`config.mk`:
```
export PLATFORM = sky130hd
export DESIGN_NAME = memory_cycle_hs
export DESIGN_NICKNAME = d
export VERILOG_FILES = /design/src/rtl/memory_cycle_hs.sv
export SDC_FILE = /design/constraint.sdc
export NUM_CORES = 1
export LEC_CHECK = 0
export CORE_MARGIN = 4
export CORE_UTILIZATION = 41
export CTS_CLUSTER_DIAMETER = 40
export DETAILED_ROUTE_END_ITERATION = 8
export PLACE_DENSITY = 0.78
export SLEW_MARGIN = 20
export SYNTH_ARGS = -nofsm -noshare
export SYNTH_HDL_FRONTEND = slang
export SYNTH_SLANG_ARGS = --single-unit
```
`constraint.sdc`:
```
create_clock -name clk -period 6.5 [get_ports clk]
set_input_delay 0.975 -clock clk [delete_from_list [all_inputs] [get_ports clk]]
set_output_delay 0.975 -clock clk [all_outputs]
set_load 0.005 [all_outputs]
```
`src/rtl/memory_cycle_hs.sv`:
```
// memory_cycle_hs
//
// Memory pipeline stage that sits right after execute. Loads and stores go out
// over a req/ready data-memory bus that may insert wait states. While an access
// is outstanding, StallM freezes the upstream stages. Every retired instruction
// is registered into the W-stage outputs, and ResultW is fed back for forwarding.
//
// Optional feature: define DMEM_TIMEOUT_EN to enable an access timeout.
//   - An access that stays in BUSY for TIMEOUT_CYCLES cycles without ready is
//     abandoned.
//   - The instruction then retires with ReadDataW = 0, and dmem_err pulses for
//     one cycle.
//   - Without the macro, BUSY waits indefinitely and dmem_err is tied low.
//
// Parameters
//   TIMEOUT_CYCLES  wait-state limit per access, 1..255 (timeout build only)
//
// Ports
//   clk, rst                  clock, asynchronous active-high reset
//   RegWriteM .. ALU_ResultM  registered M-stage controls and data
//   dmem_req/we/addr/wdata    data-memory request side
//   dmem_rdata/ready          data-memory response side
//   StallM                    freeze IF/ID/EX and hold the M inputs
//   dmem_err                  one-cycle pulse on an access timeout
//   *W, ResultW               W-stage registers and write-back mux

module memory_cycle_hs #(
    parameter int TIMEOUT_CYCLES = 64
) (
    input  logic        clk,
    input  logic        rst,
    input  logic        RegWriteM,
    input  logic        MemWriteM,
    input  logic        ResultSrcM,
    input  logic [4:0]  RD_M,
    input  logic [31:0] PCPlus4M,
    input  logic [31:0] WriteDataM,
    input  logic [31:0] ALU_ResultM,
    output logic        dmem_req,
    output logic        dmem_we,
    output logic [31:0] dmem_addr,
    output logic [31:0] dmem_wdata,
    input  logic [31:0] dmem_rdata,
    input  logic        dmem_ready,
    output logic        StallM,
    output logic        dmem_err,
    output logic        RegWriteW,
    output logic        ResultSrcW,
    output logic [4:0]  RD_W,
    output logic [31:0] PCPlus4W,
    output logic [31:0] ALU_ResultW,
    output logic [31:0] ReadDataW,
    output logic [31:0] ResultW
);

    if ((TIMEOUT_CYCLES < 1) || (TIMEOUT_CYCLES > 255)) begin : g_bad_timeout
        $error("memory_cycle_hs: TIMEOUT_CYCLES must be within 1..255");
    end

    typedef enum logic {
        IDLE = 1'b0,
        BUSY = 1'b1
    } state_t;

    state_t state, next_state;

    logic        acc;
    logic        stall;
    logic        capture_m;
    logic        capture_lat;
    logic        bubble;
    logic        timeout_hit;

    logic        lat_we;
    logic        lat_regwrite;
    logic        lat_resultsrc;
    logic [4:0]  lat_rd;
    logic [31:0] lat_pcplus4;
    logic [31:0] lat_addr;
    logic [31:0] lat_wdata;

    assign acc = MemWriteM | ResultSrcM;

`ifdef DMEM_TIMEOUT_EN
    logic [7:0] wait_cnt;

    // The counter is cleared during the IDLE cycle that launches the access.
    // The compare value is TIMEOUT_CYCLES-1, so the abort takes effect in the
    // TIMEOUT_CYCLES-th BUSY cycle that passes without ready.
    assign timeout_hit = (state == BUSY) && !dmem_ready &&
                         (wait_cnt == 8'(TIMEOUT_CYCLES - 1));

    always_ff @(posedge clk or posedge rst) begin
        if (rst) begin
            wait_cnt <= '0;
            dmem_err <= 1'b0;
        end else begin
            dmem_err <= timeout_hit;
            if (state == IDLE) begin
                wait_cnt <= '0;
            end else if (!dmem_ready) begin
                wait_cnt <= wait_cnt + 8'd1;
            end
        end
    end
`else
    assign timeout_hit = 1'b0;
    assign dmem_err    = 1'b0;
`endif

    // Next-state and handshake decode.
    // A timeout is treated like a completion, so StallM drops in that same
    // cycle. This lets the pipeline advance past the abandoned instruction
    // instead of re-issuing it.
    always_comb begin
        next_state  = state;
        stall       = 1'b0;
        capture_m   = 1'b0;
        capture_lat = 1'b0;
        bubble      = 1'b0;
        unique case (state)
            IDLE: begin
                if (acc && !dmem_ready) begin
                    next_state = BUSY;
                    stall      = 1'b1;
                    bubble     = 1'b1;
                end else begin
                    capture_m  = 1'b1;
                end
            end
            BUSY: begin
                if (dmem_ready || timeout_hit) begin
                    next_state  = IDLE;
                    capture_lat = 1'b1;
                end else begin
                    stall  = 1'b1;
                    bubble = 1'b1;
                end
            end
            default: next_state = IDLE;
        endcase
    end

    // Bus outputs. In IDLE they follow the M inputs directly; in BUSY they come
    // from the latched copy. Request and stall are gated by rst, so an access
    // in flight disappears as soon as reset is asserted.
    always_comb begin
        if (state == BUSY) begin
            dmem_req   = !rst;
            dmem_we    = lat_we;
            dmem_addr  = lat_addr;
            dmem_wdata = lat_wdata;
        end else begin
            dmem_req   = acc && !rst;
            dmem_we    = MemWriteM;
            dmem_addr  = ALU_ResultM;
            dmem_wdata = WriteDataM;
        end
        StallM = stall && !rst;
    end

    // State register, request latch and W-stage registers.
    // A bubble clears only the write and load-select bits; the remaining W
    // fields simply hold their previous values.
    always_ff @(posedge clk or posedge rst) begin
        if (rst) begin
            state         <= IDLE;
            lat_we        <= 1'b0;
            lat_regwrite  <= 1'b0;
            lat_resultsrc <= 1'b0;
            lat_rd        <= '0;
            lat_pcplus4   <= '0;
            lat_addr      <= '0;
            lat_wdata     <= '0;
            RegWriteW     <= 1'b0;
            ResultSrcW    <= 1'b0;
            RD_W          <= '0;
            PCPlus4W      <= '0;
            ALU_ResultW   <= '0;
            ReadDataW     <= '0;
        end else begin
            state <= next_state;
            if ((state == IDLE) && acc && !dmem_ready) begin
                lat_we        <= MemWriteM;
                lat_regwrite  <= RegWriteM;
                lat_resultsrc <= ResultSrcM;
                lat_rd        <= RD_M;
                lat_pcplus4   <= PCPlus4M;
                lat_addr      <= ALU_ResultM;
                lat_wdata     <= WriteDataM;
            end
            if (capture_m) begin
                RegWriteW   <= RegWriteM;
                ResultSrcW  <= ResultSrcM;
                RD_W        <= RD_M;
                PCPlus4W    <= PCPlus4M;
                ALU_ResultW <= ALU_ResultM;
                ReadDataW   <= ResultSrcM ? dmem_rdata : 32'd0;
            end else if (capture_lat) begin
                RegWriteW   <= lat_regwrite;
                ResultSrcW  <= lat_resultsrc;
                RD_W        <= lat_rd;
                PCPlus4W    <= lat_pcplus4;
                ALU_ResultW <= lat_addr;
                ReadDataW   <= (lat_resultsrc && !timeout_hit) ? dmem_rdata : 32'd0;
            end else if (bubble) begin
                RegWriteW  <= 1'b0;
                ResultSrcW <= 1'b0;
            end
        end
    end

    assign ResultW = ResultSrcW ? ReadDataW : ALU_ResultW;

endmodule

```
==> results by group <==
Run status
  • Outcome: finished, final reports clean

Floorplan
  • Overall die height: 159 um
  • Initial standard-cell utilization of the core: 41.5%
  • Placeable core area: 22600 um2
  • Horizontal extent of the die: 159 um
  • Floorplan die area: 25300 um2
  • # IOs: 342
  • Number of rows created at floorplan: 55

Power and ir drop
  • Net switching share of the total power: 23.9%
  • Max IR drop VDD: 0.246 mV
  • Net switching power figure: 1070 uW
  • Power Total: 4490 uW
  • Portion of total power attributed to sequential cells: 36.5%
  • Power per Cell Area: 317 nW/um2
  • Leakage component of the power: 0.00571 uW
  • Clock share of power: 41.4%
  • Internal: 3410 uW
  • Relative contribution of combinational cells to total power: 22.0%

Timing
  • Setup violators final: 0
  • Worst Max-Slew Pin Slew: 1.08 ns
  • Final setup TNS: 0 ns
  • Maximum frequency from static timing analysis: 0.238 GHz
  • Portion of the clock cycle consumed by the worst path in the final layout: 64.6%
  • Clock skew: 0.0178 ns
  • Final Hold Fails: 0
  • Max-slew violation count: 0
  • Shortest clock period the worst path allows after layout: 4.20 ns
  • RSZ-0062 raised after global routing: false
  • Worst slew margin: 28.1%

CTS
  • Clk sink count: 208
  • # H-tree levels: 2
  • Buffers from clock root to sink, at most: 3
  • Skew-Pair Late Insertion Delay: 0.49 ns
  • Post-CTS repair timing setup buffer count: 0
  • CTS buffer count: 34
  • TritonCTS clock tree: built
  • Clock transition time at the flip-flop clock pins of the worst setup and hold paths: 0.04 ns
  • Clock Root Buffer: sky130_fd_sc_hd__clkbuf_16
  • Number of hold buffers added after CTS: 0
  • PostCTS Resize Cnt: 0

Min path
  • WHS Path Cells: 1
  • Hold Crit Class: register to register

Global route
  • Vias in the first global route: 7360
  • GR Util All Layers: 21.1%
  • GRT Residual Overflow: 0
  • First-pass GRT wire length: 43.1 mm
  • Maximum number of pins on one net before global-route repair: 96
  • Number of antenna violations at the first check in global routing: 1

Cells and area
  • Post-layout nets: 1124
  • Share of final-layout standard cells stronger than drive strength 1: 39.2%
  • Area added between synthesis and finish: 51.4%
  • Fillers: 1697
  • Final Util: 62.8%

Critical path
  • Crit Path Max Fanout: 71
  • Cells on worst reg2reg path: 4
  • Sort of element at the start of the critical path: input port
  • Type of element capturing the critical path: output port
  • Data required time at the worst endpoint: 5.52 ns
  • Arr. time, crit path: 3.23 ns
  • Classification of the worst setup path: input port to output port

Synth
  • Leading area contributor after synthesis: sky130_fd_sc_hd__dfrtp_1
  • Async set-reset flop share out of synthesis: 100%
  • Sequential share of the synthesized area: 55.6%
  • Number of register bits inferred by synthesis: 208
  • Portion of synthesized cell area occupied by the leading cell type: 55.6%
  • Area of the mapped netlist: 9360 um2
  • Leading register cell type out of synthesis: sky130_fd_sc_hd__dfrtp_1
  • Synthesized instance count: 651
  • Largest cells by area after synthesis: sky130_fd_sc_hd__dfrtp_1, sky130_fd_sc_hd__mux2_2, sky130_fd_sc_hd__o221a_2, sky130_fd_sc_hd__or2_2, sky130_fd_sc_hd__a22o_1
  • Number of synthesized flops with an enable pin: 0
  • Average cell area after synthesis: 14.4 um2
  • Post-Syn Nets: 790
  • Number of distinct library cells after synthesis: 26
  • Most used standard cell by instance count after synthesis: sky130_fd_sc_hd__dfrtp_1
  • Warning count from the yosys run: 0
  • List of most frequent post-synthesis cells: sky130_fd_sc_hd__dfrtp_1, sky130_fd_sc_hd__mux2_2, sky130_fd_sc_hd__o221a_2

Detailed routing
  • Wire length per cell: 21.0 um
  • Remaining antenna violation count after routing: 0
  • Iteration-0 DRC count of the detailed router: 370
  • Via count of the routed design: 6907
  • Average via count per standard cell: 5.34
  • Number of iterations in the first detailed-routing pass: 5
  • Residual DRC: 0
  • Total detailed-routing wirelength: 27.1 mm

Placed design
  • HPWL after detailed placement: 18.4 mm
  • GP Congestion: 0.775
  • I/O Buffers: 340

Job
  • Max capacitance violation total: 0
## power by group through the flow
| stage | logic [uW] | registers (uW) | clock network (uW) |
|---|---|---|---|
| 6_report | 989 | 1640 | 1860 |
| 5_1_grt | 1060 | 1670 | 1960 |
| 4_1_cts | 1010 | 1640 | 1900 |
| 3_5_place_dp | 1000 | 1660 | 0 |
| 3_3_place_gp | 983 | 1650 | 0 |
| 2_1_floorplan | 441 | 1630 | 0 |
## critical path: stages
cell and delay, ns:
sky130_fd_sc_hd__clkdlybuf4s50_1 0.74, sky130_fd_sc_hd__inv_1 0.21, sky130_fd_sc_hd__nand2_4 0.71, sky130_fd_sc_hd__nor2_1 0.09, sky130_fd_sc_hd__clkdlybuf4s50_1 0.48
## cells in the final DEF (no fill, tap or decap), drive strengths merged
cell type	count
or2	65
clkinv	9
diode	1
nor2	4
o21bai	1
dfrtp	208
or3	1
o221a	69
mux2i	3
nand2	4
nor3	2
a22o	32
o21ai	1
clkinvlp	2
clkdlybuf4s50	340
inv	4
bufinv	5
nand2b	2
conb	1
buf	10
clkbuf	43
nand3	1
mux2	201
## routing by layer
metal	track usage [%]	share of wire, %
met1	25.4	40
met2	36.3	50
met3	6.01	7.1
met4	7.38	3.1
met5	0	0
## layout make-up
cell class,instances,area [um2],share of cell area [%]
Timing Repair Buffer,350,3510,24.8
Multi-Input combinational cell,387,3880,27.4
Tap cell,285,357,2.52
Sequential cell,208,5210,36.8
Clock inverter,16,223,1.57
Antenna cell,1,2.50,0.0177
Clock buffer,43,966,6.82
Inverter,4,18.8,0.132
## sequential cells by signal, summed over array words and instances, names as in the netlist
| register | count |
|---|---|
| ALU_ResultW | 32 |
| PCPlus4W | 32 |
| ReadDataW | 32 |
| lat_addr | 32 |
| lat_pcplus4 | 32 |
| lat_wdata | 32 |
| RD_W | 5 |
| lat_rd | 5 |
| RegWriteW | 1 |
| ResultSrcW | 1 |
| lat_regwrite | 1 |
| lat_resultsrc | 1 |
| lat_we | 1 |
| state | 1 |
## through the flow
step | cell area, um2 | setup WS, ns | cells | hold slack (ns)
6_report | 14200 | 2.30 | 1294 | 0.479
5_1_grt | 14200 | 2.17 | 1294 | 0.499
4_1_cts | 14200 | 2.26 | 1293 | 0.487
3_5_place_dp | 13000 | 2.26 | 1234 | 0.471
3_3_place_gp | 13000 | 2.31 | 1233 | 0.462
2_1_floorplan | 9360 | 2.82 | 651 | 0.452
## cell families after synthesis
kind of cell    share of synthesized area [%]
simple gates                             5.21
buf+inv                                  3.18
compound gates                           11.4
other cells                            0.0401
mux                                      24.5
flops                                    55.6
## path summary, 6_finish.rpt
check | start | slack [ns] | to
max | dmem_ready | 2.30 | StallM
min | lat_wdata[10] | 0.48 | lat_wdata[10]
max reg2reg | state | 3.77 | ALU_ResultW[25]
min reg2reg | lat_wdata[10] | 0.48 | lat_wdata[10]
max in group asynchronous | rst | 3.90 | PCPlus4W[27]
min in group asynchronous | rst | 1.03 | lat_addr[27]
(Power assumes the default switching activity.)
